<file path="config.mk">
export PLATFORM = sky130hd
export DESIGN_NAME = regfile_sb_flat
export DESIGN_NICKNAME = d
export VERILOG_FILES = /design/src/rtl/regfile_sb_if.sv /design/src/rtl/regfile_sb.sv /design/src/flat_wrapper.sv
export SDC_FILE = /design/constraint.sdc
export NUM_CORES = 1
export LEC_CHECK = 0
export CAP_MARGIN = 15
export CORE_ASPECT_RATIO = 1.75
export CORE_MARGIN = 8
export CORE_UTILIZATION = 56
export CTS_CLUSTER_SIZE = 8
export DETAILED_ROUTE_END_ITERATION = 8
export HOLD_SLACK_MARGIN = 0.05
export MAX_ROUTING_LAYER = met4
export PLACE_DENSITY = 0.76
export SYNTH_ARGS = -nofsm -noshare
export SYNTH_HDL_FRONTEND = slang
export SYNTH_SLANG_ARGS = --single-unit
</file>
<file path="constraint.sdc">
create_clock -name CLK -period 4.1 [get_ports CLK]
set_clock_uncertainty 0.1 [all_clocks]
set_input_delay 0.82 -clock CLK [delete_from_list [all_inputs] [get_ports CLK]]
set_output_delay 0.82 -clock CLK [all_outputs]
set_load 0.01 [all_outputs]
</file>
<file path="src/rtl/regfile_sb_if.sv">
// Register-file port bundle: two read ports with scoreboard status, one write port, and one scoreboard issue port.
// slave = register file side, master = pipeline (decode/writeback) side.
interface regfile_sb_if #(
  parameter int XLEN   = 32,
  parameter int ADDR_W = 5
);
  logic              READY;
  logic [ADDR_W-1:0] A1;
  logic [ADDR_W-1:0] A2;
  logic [XLEN-1:0]   RD1;
  logic [XLEN-1:0]   RD2;
  logic              BUSY1;
  logic              BUSY2;
  logic              WE3;
  logic [ADDR_W-1:0] A3;
  logic [XLEN-1:0]   WD3;
  logic              SB_SET;
  logic [ADDR_W-1:0] ASB;

  modport slave (
    output READY, RD1, RD2, BUSY1, BUSY2,
    input  A1, A2, WE3, A3, WD3, SB_SET, ASB
  );

  modport master (
    input  READY, RD1, RD2, BUSY1, BUSY2,
    output A1, A2, WE3, A3, WD3, SB_SET, ASB
  );
endinterface

</file>
<file path="src/rtl/regfile_sb.sv">
// Two-read/one-write register file with a pending-write scoreboard and a post-reset clearing sweep.
// Define REGFILE_BYPASS_EN to forward the write port to the read ports in the same cycle.
module regfile_sb #(
  parameter int XLEN     = 32,
  parameter int ADDR_W   = 5,
  parameter int ZERO_REG = 1
) (
  input  logic          CLK,
  input  logic          RST,
  regfile_sb_if.slave   bus,
  output logic          dbg_state
);
  localparam int NREGS = 1 << ADDR_W;

  typedef enum logic {INIT = 1'b0, RUN = 1'b1} state_t;

  state_t            state, state_nx;
  logic [ADDR_W:0]   cnt;
  logic [XLEN-1:0]   mem [NREGS];
  logic [NREGS-1:0]  pend;
  logic              we_eff, set_eff;
  logic [ADDR_W-1:0] a3;
  logic [XLEN-1:0]   wd3;

  assign a3      = bus.A3;
  assign wd3     = bus.WD3;
  assign we_eff  = (state == RUN) && bus.WE3 && !((ZERO_REG != 0) && (bus.A3 == '0));
  assign set_eff = (state == RUN) && bus.SB_SET && !((ZERO_REG != 0) && (bus.ASB == '0));

  always_ff @(posedge CLK or negedge RST) begin
    if (!RST) state <= INIT;
    else      state <= state_nx;
  end

  always_comb begin
    state_nx = state;
    case (state)
      INIT:    if (cnt[ADDR_W-1:0] == {ADDR_W{1'b1}}) state_nx = RUN;
      RUN:     state_nx = RUN;
      default: state_nx = INIT;
    endcase
  end

  always_comb begin
    bus.READY = (state == RUN);
    dbg_state = state;
  end

  always_ff @(posedge CLK or negedge RST) begin
    if (!RST)               cnt <= '0;
    else if (state == INIT) cnt <= cnt + {{ADDR_W{1'b0}}, 1'b1};
  end

  // Storage carries no reset; the sweep zeroes it before READY rises.
  always_ff @(posedge CLK) begin
    if (state == INIT) mem[cnt[ADDR_W-1:0]] <= '0;
    else if (we_eff)   mem[a3] <= wd3;
  end

  // Set is applied after clear so a same-address issue wins over the writeback.
  always_ff @(posedge CLK or negedge RST) begin
    if (!RST) begin
      pend <= '0;
    end else begin
      if (we_eff)  pend[a3]      <= 1'b0;
      if (set_eff) pend[bus.ASB] <= 1'b1;
    end
  end

  function automatic logic [XLEN:0] rd_port(input logic [ADDR_W-1:0] a);
    logic [XLEN:0] r;
    r = {pend[a], mem[a]};
    if (state != RUN) r = '0;
    else if ((ZERO_REG != 0) && (a == '0)) r = '0;
`ifdef REGFILE_BYPASS_EN
    else if (we_eff && (a3 == a)) r = {1'b0, wd3};
`else
    else r = {pend[a], mem[a]};
`endif
    return r;
  endfunction

  always_comb begin
    {bus.BUSY1, bus.RD1} = rd_port(bus.A1);
    {bus.BUSY2, bus.RD2} = rd_port(bus.A2);
  end
endmodule

</file>
<file path="src/flat_wrapper.sv">
// flat-port wrapper written by rule: the top's interface ports become plain ports
module regfile_sb_flat 
#(
  parameter int XLEN     = 32,
  parameter int ADDR_W   = 5,
  parameter int ZERO_REG = 1
)
  (CLK, RST, dbg_state, bus_READY, bus_RD1, bus_RD2, bus_BUSY1, bus_BUSY2, bus_A1, bus_A2, bus_WE3, bus_A3, bus_WD3, bus_SB_SET, bus_ASB);
  regfile_sb_if #(.XLEN(XLEN), .ADDR_W(ADDR_W)) bus_i ();
  input  logic CLK;
  input  logic RST;
  output logic dbg_state;
  output wire logic [$bits(bus_i.READY)-1:0] bus_READY;
  output wire logic [$bits(bus_i.RD1)-1:0] bus_RD1;
  output wire logic [$bits(bus_i.RD2)-1:0] bus_RD2;
  output wire logic [$bits(bus_i.BUSY1)-1:0] bus_BUSY1;
  output wire logic [$bits(bus_i.BUSY2)-1:0] bus_BUSY2;
  input wire logic [$bits(bus_i.A1)-1:0] bus_A1;
  input wire logic [$bits(bus_i.A2)-1:0] bus_A2;
  input wire logic [$bits(bus_i.WE3)-1:0] bus_WE3;
  input wire logic [$bits(bus_i.A3)-1:0] bus_A3;
  input wire logic [$bits(bus_i.WD3)-1:0] bus_WD3;
  input wire logic [$bits(bus_i.SB_SET)-1:0] bus_SB_SET;
  input wire logic [$bits(bus_i.ASB)-1:0] bus_ASB;
  assign bus_READY = bus_i.READY;
  assign bus_RD1 = bus_i.RD1;
  assign bus_RD2 = bus_i.RD2;
  assign bus_BUSY1 = bus_i.BUSY1;
  assign bus_BUSY2 = bus_i.BUSY2;
  assign bus_i.A1 = bus_A1;
  assign bus_i.A2 = bus_A2;
  assign bus_i.WE3 = bus_WE3;
  assign bus_i.A3 = bus_A3;
  assign bus_i.WD3 = bus_WD3;
  assign bus_i.SB_SET = bus_SB_SET;
  assign bus_i.ASB = bus_ASB;
  regfile_sb #(.XLEN(XLEN), .ADDR_W(ADDR_W), .ZERO_REG(ZERO_REG)) u_core (.CLK(CLK), .RST(RST), .bus(bus_i), .dbg_state(dbg_state));
endmodule
</file>
# Yosys cells after proc, flatten, opt, wreduce, memory -nomap -nowiden

Memories as Yosys holds them, arrays and structs flattened.
Cells that the tools add are included.
W data, S select, Z words.

Flip-flop bits (word level): 39
Latch bits: 0
Memory bits (writable): 1024
Memory bits (read-only): 0
Output and inout port bits: 68
Word-level logic and storage cells: 52
Memories kept: 1

Add/subtract/negate cells: 1
Multipliers: 0
Divide/modulo/power cells: 0
Order comparisons: 6
Equal/unequal tests: 1
Shift-type cells: 0
Muxes and demuxes: 23
Bitwise logic cells: 4
Reductions and logical operators: 13

Memory list:

| name       | depth | width | read ports | clocked after memory_dff | wr ports | RTL line         | source |
|---|---|---|---|---|---|---|---|
| u_core.mem | 32    | 32    | 2          | 0                        | 1        | regfile_sb.sv:19 | `logic [XLEN-1:0] mem [NREGS];` |

Operator list:

| operator              | number |
|---|---|
| $mux W33              | 4 |
| $mux W32              | 3 |
| $and A32 B32 Y32      | 1 |
| $not A32 Y32          | 1 |
| $or A32 B32 Y32       | 1 |
| $reduce_or A32 Y1     | 1 |
| $lt A5 B6 Y1 const B  | 4 |
| $logic_not A5 Y1      | 4 |
| $bmux W1 S5           | 2 |
| $demux W1 S5          | 2 |
| $ge A5 B1 Y1 const B  | 2 |
| $mux W1               | 10 |
| $add A6 B1 Y6 const B | 1 |
| $logic_and A1 B1 Y1   | 6 |
| $eq A5 B5 Y1 const B  | 1 |
| $mux W5               | 1 |
| $logic_not A1 Y1      | 2 |
| $pmux W1 S2           | 1 |
| $not A1 Y1            | 1 |

# Longest topological paths before layout

Gate-level depths: netlist of run 1.

Word-level depth: 9
Depth in mapped cells: 8
Depth with buffers taken out: 5

# Worst setup path after synthesis of run 1

Ideal clock, no wire load.

Path kind: in2reg
Start point: in bus_WE3
End point: mem u_core.mem[1][0], enable pin
Library setup time: 0.461 ns
Arrival time: 3.567 ns
Required time: 3.539 ns
Setup slack: -0.028 ns
Stages: 4
Buffers on the path: 1
Cells stage by stage: and2_1 -> buf_2 -> a22oi_1 -> nor3_1

Cells in the longest elaborated chain, start to end: 7

RTL lines:

| element                                      | RTL line           | source |
|---|---|---|
| start, declared                              | flat_wrapper.sv:20 | `input wire logic [$bits(bus_i.WE3)-1:0] bus_WE3;` |
| $logic_and A1 B1 Y1 * (2 in a row)           | regfile_sb.sv:27   | `assign we_eff = (state == RUN) && bus.WE3 && !((ZERO_REG != 0) && (bus.A3 == '0));` |
| $mux W1 *                                    | regfile_sb.sv:57   | `else if (we_eff) mem[a3] <= wd3;` |
| $mux W1 *                                    | regfile_sb.sv:56   | `if (state == INIT) mem[cnt[ADDR_W-1:0]] <= '0;` |
| $mux W1 (implied by the code) *              | regfile_sb.sv:57   |  |
| $reduce_or A32 Y1 (no line)                  | n/a                |  |
| $mux W5 (no line) or $mux W1 (tied branches) | n/a                |  |
| end, declared                                | regfile_sb.sv:19   |  |

Mark *: on every way between the ends. The rest lies on a longest branch, timed or not.

# Final worst setup path of run 1

Start point: in bus_A1[3]
End point: out bus_RD1[15]

Cells in the longest elaborated chain, start to end: 3

RTL lines:

| element                                             | RTL line           | source |
|---|---|---|
| start, declared                                     | flat_wrapper.sv:18 | `input wire logic [$bits(bus_i.A1)-1:0] bus_A1;` |
| $mem_v2 Z32 W32 or $logic_not A5 Y1 (tied branches) | n/a                |  |
| $mux W33 *                                          | regfile_sb.sv:74   | `else if ((ZERO_REG != 0) && (a == '0)) r = '0;` |
| $mux W33 *                                          | regfile_sb.sv:73   | `if (state != RUN) r = '0;` |
| end, declared                                       | flat_wrapper.sv:14 | `output wire logic [$bits(bus_i.RD1)-1:0] bus_RD1;` |

Marked as above.

==> results of run 1 <==
[through the flow]
step | util [%] | setup slack [ns] | setup TNS, ns | hold WS [ns] | instances
after detailed placement | 63.0 | -0.171 | -1.96 | 0.418 | 4397
final | 67.9 | -0.0466 | -0.0742 | 0.0740 | 4586
after CTS | 67.7 | 0.00229 | 0 | 0.0734 | 4577
after floorplan | - | 0.207 | 0 | 0.378 | 3065
after global placement | 63.0 | -0.173 | -1.19 | 0.406 | 4397
after global routing | 67.9 | -0.0954 | -0.417 | 0.121 | 4584
[worst max-delay path, stage by stage]
cell and delay [ns]:
clkdlybuf4s50_1 0.55, buf_4 0.18, nor2b_4 0.06, buf_4 0.16
buf_4 0.18, a221oi_1 0.40, a22oi_2 0.16, nand4_1 0.14
clkdlybuf4s50_1 0.56
[layout make-up]
class / instances / area share (%)
antenna: 5 / 0.0215
tap: 1152 / 2.48
clock inverter: 10 / 0.232
clock buffer: 169 / 6.57
inverter: 5 / 0.0323
multi-input combinational: 1786 / 29.2
timing repair buffer: 430 / 8.69
sequential: 1029 / 52.8
[per-layer routing]
layer / track usage, % / vias up / wire [um]
li1: - / 13286 / -
met1: 36.0 / 16793 / 51900
met2: 55.1 / 2603 / 79500
met3: 7.03 / 872 / 15100
met4: 25.0 / 0 / 13900
met5: - / - / 0
[power breakdown]
group	internal, mW	switching, mW	total (mW)
logic	0.892	1.29	2.18
registers	11.6	0.0327	11.7
clock network	6.49	4.34	10.8
total	19.0	5.67	24.7
[worst max path at each step]
stage                                    to  slack, ns
after floorplan           u_core.mem[27][0]       0.21
after global placement          bus_RD1[30]      -0.17
after detailed placement        bus_RD1[30]      -0.17
after CTS                       bus_RD1[16]      0.002
after global routing            bus_RD1[15]       -0.1
final                           bus_RD1[15]      -0.05
[cell families after synthesis]
kind of cell	count (synthesis)	synth area share [%]
adders and majority gates	2	0.0517
muxes	792	21.6
and+or+nand+nor	380	3.91
xor gates and xnor gates	3	0.0543
buffers and inverters	250	2.43
AOI/OAI and AO/OA	609	8.47
DFF	1029	63.5
[registers in the layout, summed over array words and instances, names as in the netlist]
register / cells
u_core.cnt: 5
u_core.mem: 992
u_core.pend: 31
u_core.bus.READY: 1
[timing repair]
item                       in CTS  in global routing
hold endpoints to repair        0                  0
resized for setup              46                 37
setup endpoints to repair      47                 38
pin swaps                       2                  2
setup buffers                   0                  1
gates cloned                    1                  1
[cells in the final DEF (no fill, tap or decap), types with 25 or more instances in the layout]
cell type          n
edfxtp_1         992
mux2i_1          588
mux4_2           200
o22ai_1          192
buf_4            187
a22oi_1          181
nand2_1          151
clkbuf_16        151
o21ai_0          122
buf_12           112
clkdlybuf4s50_1   75
nand4_1           65
a221oi_1          57
dfrtp_1           36
and2_1            33
nor2_4            32
dlygate4sd2_1     25
==> impl_metrics.env, run 1 <==
export IMPL_hold_buffers=0
export IMPL_avgSynthCellArea_um2=15.8
export IMPL_leakage_nw=21.7
export IMPL_grt_antenna_before_repair=3
export IMPL_finalInstanceArea_um2=58200
export IMPL_maxCapViolCount=0
export IMPL_dieArea_um2=96400
export IMPL_first_pass_iters=5
export IMPL_violations="negative setup slack"
export IMPL_root_buffer="clkbuf_16"
export IMPL_status="finished, violations left"
export IMPL_via_per_inst=7.32
export IMPL_yosysTopAreaCell="edfxtp_1"
export IMPL_critPathLaunchType="input port"
export IMPL_ys_seq_area_share_pct=63.5
export IMPL_ys_top_cells_by_area="edfxtp_1 (62%), mux2i_1 (12%), mux4_2 (9.3%), a22oi_1 (3.0%), o22ai_1 (2.5%)"
export IMPL_r2r_end="u_core.mem[11][21]"
export IMPL_path_class="in2out"
export IMPL_wl_per_cell_um=35.0
export IMPL_num_rows=142
export IMPL_fin_ws_ns=-0.0466
export IMPL_insertion_delay_ns=0.74
export IMPL_syn_num_nets=3123
export IMPL_ant_nets=0
export IMPL_numCtsBuffers=146
export IMPL_die_x_um=238
export IMPL_dp_hpwl_um=101000
export IMPL_fin_crit_sh_pct=101
export IMPL_hold_class="in2async"
export IMPL_start_util_pct=56.5
export IMPL_synth_top_area_share_pct=61.6
export IMPL_grt_max_degree=59
export IMPL_cts_tree="done"
export IMPL_grt_pass1_wl_um=229000
export IMPL_worstPathMaxFanout=8
export IMPL_core_um2=85600
export IMPL_io_buffers=123
export IMPL_worstSetupEndpointType="output port"
export IMPL_yosysWarnings=0
export IMPL_synthArstFlopShare_pct=3.60
export IMPL_synth_cell_types=60
export IMPL_multiInputGateArea_um2=17000
export IMPL_fmax_ghz=0.241
export IMPL_num_nets_final=3456
export IMPL_syn_area_um2=48400
export IMPL_synth_edf_count=992
export IMPL_relSlewSlack_pct=21.2
export IMPL_ys_ff_latch=1029
export IMPL_chipHeight_um=405
export IMPL_arrival_ns=3.23
export IMPL_timing_hold_violations_final=0
export IMPL_clk_pin_slew_ns=0.06
export IMPL_power_mw=24.7
export IMPL_grt_pass1_vias=35421
export IMPL_gr_total_overflow=0
export IMPL_rsz0062_at_grt="yes"
export IMPL_cts_sinks=1029
export IMPL_r2r_cells=7
export IMPL_synth_ff_type="edfxtp_1"
export IMPL_postSynthCellCount=3065
export IMPL_worst_pin_slew_ns=1.18
export IMPL_vdd_drop_max_mv=0.430
export IMPL_syn2layout_area_growth_pct=20.3
export IMPL_rrSetupSlack_ns=0.86
export IMPL_synth_common_cells="edfxtp_1 (992), mux2i_1 (588), mux4_2 (200)"
export IMPL_dpl_cell_area_um2=53900
export IMPL_drt_iter0_markers=4025
export IMPL_grtUsageTotal_pct=33.7
export IMPL_finalCriticalPeriod_ns=4.15
export IMPL_r2r_start="u_core.bus.READY"
export IMPL_wl_um=160000
export IMPL_drive_gt1_share_pct=22.7
export IMPL_clock_path_buffers=3
export IMPL_fillCellCount=5666
export IMPL_crit_start="bus_A1[3]"
export IMPL_vias=33554
export IMPL_place_gp_congestion=0.918
export IMPL_drc=0
export IMPL_ios=124
export IMPL_setup_viol=3
export IMPL_finalMaxSlewViolations=0
export IMPL_required_ns=3.18
export IMPL_htreeDepth=4
export IMPL_yosysMostFrequentCell="edfxtp_1"
export IMPL_regArea_um2=30700
export IMPL_power_density_nw_per_um2=424
Note: power is estimated with default switching activity, not from simulation.
==> inputs of run 2 (changes only) <==
--- a/config.mk
+++ b/config.mk
@@ -8,9 +8,10 @@
 export CAP_MARGIN = 15
 export CORE_ASPECT_RATIO = 1.75
 export CORE_MARGIN = 8
-export CORE_UTILIZATION = 56
+export CORE_UTILIZATION = 58
 export CTS_CLUSTER_SIZE = 8
 export DETAILED_ROUTE_END_ITERATION = 8
+export DONT_BUFFER_PORTS = 1
 export HOLD_SLACK_MARGIN = 0.05
 export MAX_ROUTING_LAYER = met4
 export PLACE_DENSITY = 0.76
==> run 2 against run 1 <==
Against the previous run: utilization is 2.3 points lower; setup slack better by 0.12 ns; critical path depth shrank 4; the run now ends clean; fmax grew 3.0%; wire length shrank 5.8%; largest power group unchanged; final cell count shrank 7.8%; sequential power hardly changed; power shrank 2.6%; sequential cell count is the same; critical endpoint is now bus_RD2[8]; count of clock-buffer cells in the layout fell by 2; via count decreased by 4.4%.
==> impl_metrics.env, run 2 (synthesized netlist as in run 1, its figures left out) <==
export IMPL_status="finished clean"
export IMPL_grtUsageTotal_pct=33.2
export IMPL_arrival_ns=3.10
export IMPL_required_ns=3.18
export IMPL_root_buffer="clkbuf_16"
export IMPL_ios=124
export IMPL_via_per_inst=7.59
export IMPL_regArea_um2=30700
export IMPL_drive_gt1_share_pct=19.1
export IMPL_num_rows=140
export IMPL_fillCellCount=5495
export IMPL_layout_commonest_cell="edfxtp_1"
export IMPL_grt_antenna_before_repair=4
export IMPL_timing_hold_violations_final=0
export IMPL_finalMaxSlewViolations=0
export IMPL_htreeDepth=4
export IMPL_multiInputGateArea_um2=16800
export IMPL_power_density_nw_per_um2=442
export IMPL_core_um2=82900
export IMPL_combinationalPowerShare_pct=6.3
export IMPL_path_class="reg2out"
export IMPL_hold_class="in2reg"
export IMPL_worstSetupEndpointType="output port"
export IMPL_cts_sinks=1029
export IMPL_grt_pass1_vias=33362
export IMPL_vias=32077
export IMPL_swShare_pct=21.8
export IMPL_cts_tree="done"
export IMPL_insertion_delay_ns=0.72
export IMPL_regMostFlops="u_core.mem"
export IMPL_gr_total_overflow=0
export IMPL_finalCriticalPeriod_ns=4.02
export IMPL_worstPathMaxFanout=21
export IMPL_drc=0
export IMPL_fin_crit_sh_pct=98.2
export IMPL_clock_path_buffers=3
export IMPL_final_cells=4229
export IMPL_wl_um=151000
export IMPL_grt_pass1_wl_um=217000
export IMPL_syn2layout_area_growth_pct=12.5
export IMPL_wl_per_cell_um=35.7
export IMPL_grt_max_degree=366
export IMPL_p_int_mw=18.8
export IMPL_mostFrequentLayoutCells="edfxtp_1 (992), mux2i_1 (588), mux4_2 (200)"
export IMPL_pwr_share_clk_pct=45.3
export IMPL_worst_pin_slew_ns=1.45
export IMPL_fmax_ghz=0.248
export IMPL_final_core_utilization_pct=65.7
export IMPL_first_pass_iters=8
export IMPL_die_x_um=234
export IMPL_reg_top3="u_core.mem (992), u_core.pend (31), u_core.cnt (5)"
export IMPL_largest_reg_flops=992
export IMPL_numCtsBuffers=146
export IMPL_chipHeight_um=398
export IMPL_maxCapViolCount=0
export IMPL_io_buffers=0
export IMPL_timing_hold_ws_ns=0.235
export IMPL_place_gp_congestion=0.937
export IMPL_clk_pin_slew_ns=0.05
export IMPL_fin_tns_setup_ns=0
export IMPL_setup_viol=0
export IMPL_placedCellCount=4043
export IMPL_leakage_nw=19.8
export IMPL_start_util_pct=58.4
export IMPL_drt_iter0_markers=4261
export IMPL_rsz0062_at_grt="no"
export IMPL_dieArea_um2=93200
export IMPL_p_seq_share_pct=48.5
export IMPL_critPathLaunchType="flip-flop"
export IMPL_dp_hpwl_um=90400
export IMPL_vdd_drop_max_mv=0.370
export IMPL_ant_nets=0
export IMPL_num_nets_final=3190
export IMPL_relSlewSlack_pct=3.58
export IMPL_p_switching_mw=5.24
run 2: cell types whose count changed in the layout (fill, tap and decap cells not counted), moves of 7 or more:
cell             delta
a22oi_1            +15
buf_12             -95
o21ai_1             -8
a22oi_2            -15
dlymetal6s2s_1     -18
clkdlybuf4s50_1    -75
o21ai_0             +9
a221oi_2            -7
a221oi_1            +7
buf_4              -45
dlygate4sd2_1      -25
run 2: final timing paths:
check                                  from            endpoint  slack, ns  cells after the start
max                        u_core.bus.READY          bus_RD2[8]       0.08                      5
max reg2reg                u_core.bus.READY  u_core.mem[21][25]       0.86                      5
min reg2reg                  u_core.pend[6]      u_core.pend[6]       0.44                      2
min in group asynchronous               RST     u_core.pend[12]       0.48                      2
max in group asynchronous               RST     u_core.pend[31]       3.23                      2
min                              bus_ASB[4]     u_core.pend[19]       0.23                      2
run 2: cell type report:
class | instances | area share, %
antenna | 3 | 0.0138
clock buffer | 167 | 7.09
clock inverter | 10 | 0.234
inverter | 5 | 0.0345
multi-input combinational | 1786 | 31.0
sequential | 1029 | 56.4
tap | 1065 | 2.45
timing repair buffer | 164 | 2.78
run 2: worst max-delay path, stage by stage (launching register included):
cell and delay [ns]:
dfrtp_1 0.67, and2_2 0.75, o21ai_0 0.44, buf_4 0.26, nand4_1 0.11, buf_4 0.15
run 2: repair_timing:
item,CTS,global route
hold endpoints to repair,37,0
buffers inserted,0,0
endpoints found under the setup margin,0,1
resized for setup,0,1
hold buffers,2,0
run 2: metal layers:
layer	up-vias	track usage (%)	wire [um]
li1	12727	-	-
met1	16129	36.5	48800
met2	2445	54.7	76100
met3	776	6.62	14700
met4	0	21.4	11400
met5	-	-	0
run 2: power by group through the flow:
| stage | logic [mW] | clock network, mW | registers (mW) |
|---|---|---|---|
| 2_1_floorplan | 1.13 | 0 | 11.8 |
| 3_3_place_gp | 1.39 | 0 | 11.8 |
| 3_5_place_dp | 1.42 | 0 | 11.9 |
| 4_1_cts | 1.44 | 10.9 | 11.7 |
| 5_1_grt | 1.54 | 11.3 | 11.6 |
| 6_report | 1.50 | 10.9 | 11.7 |
run 2: through the flow:
| step | power [mW] | setup slack, ns | instance area, um^2 |
|---|---|---|---|
| 2_1_floorplan | 13.0 | 0.207 | 48400 |
| 3_3_place_gp | 13.2 | 0.366 | 50300 |
| 3_5_place_dp | 13.3 | 0.431 | 50300 |
| 4_1_cts | 24.0 | 0.0627 | 54300 |
| 5_1_grt | 24.5 | 0.0824 | 54400 |
| 6_report | 24.0 | 0.0752 | 54400 |
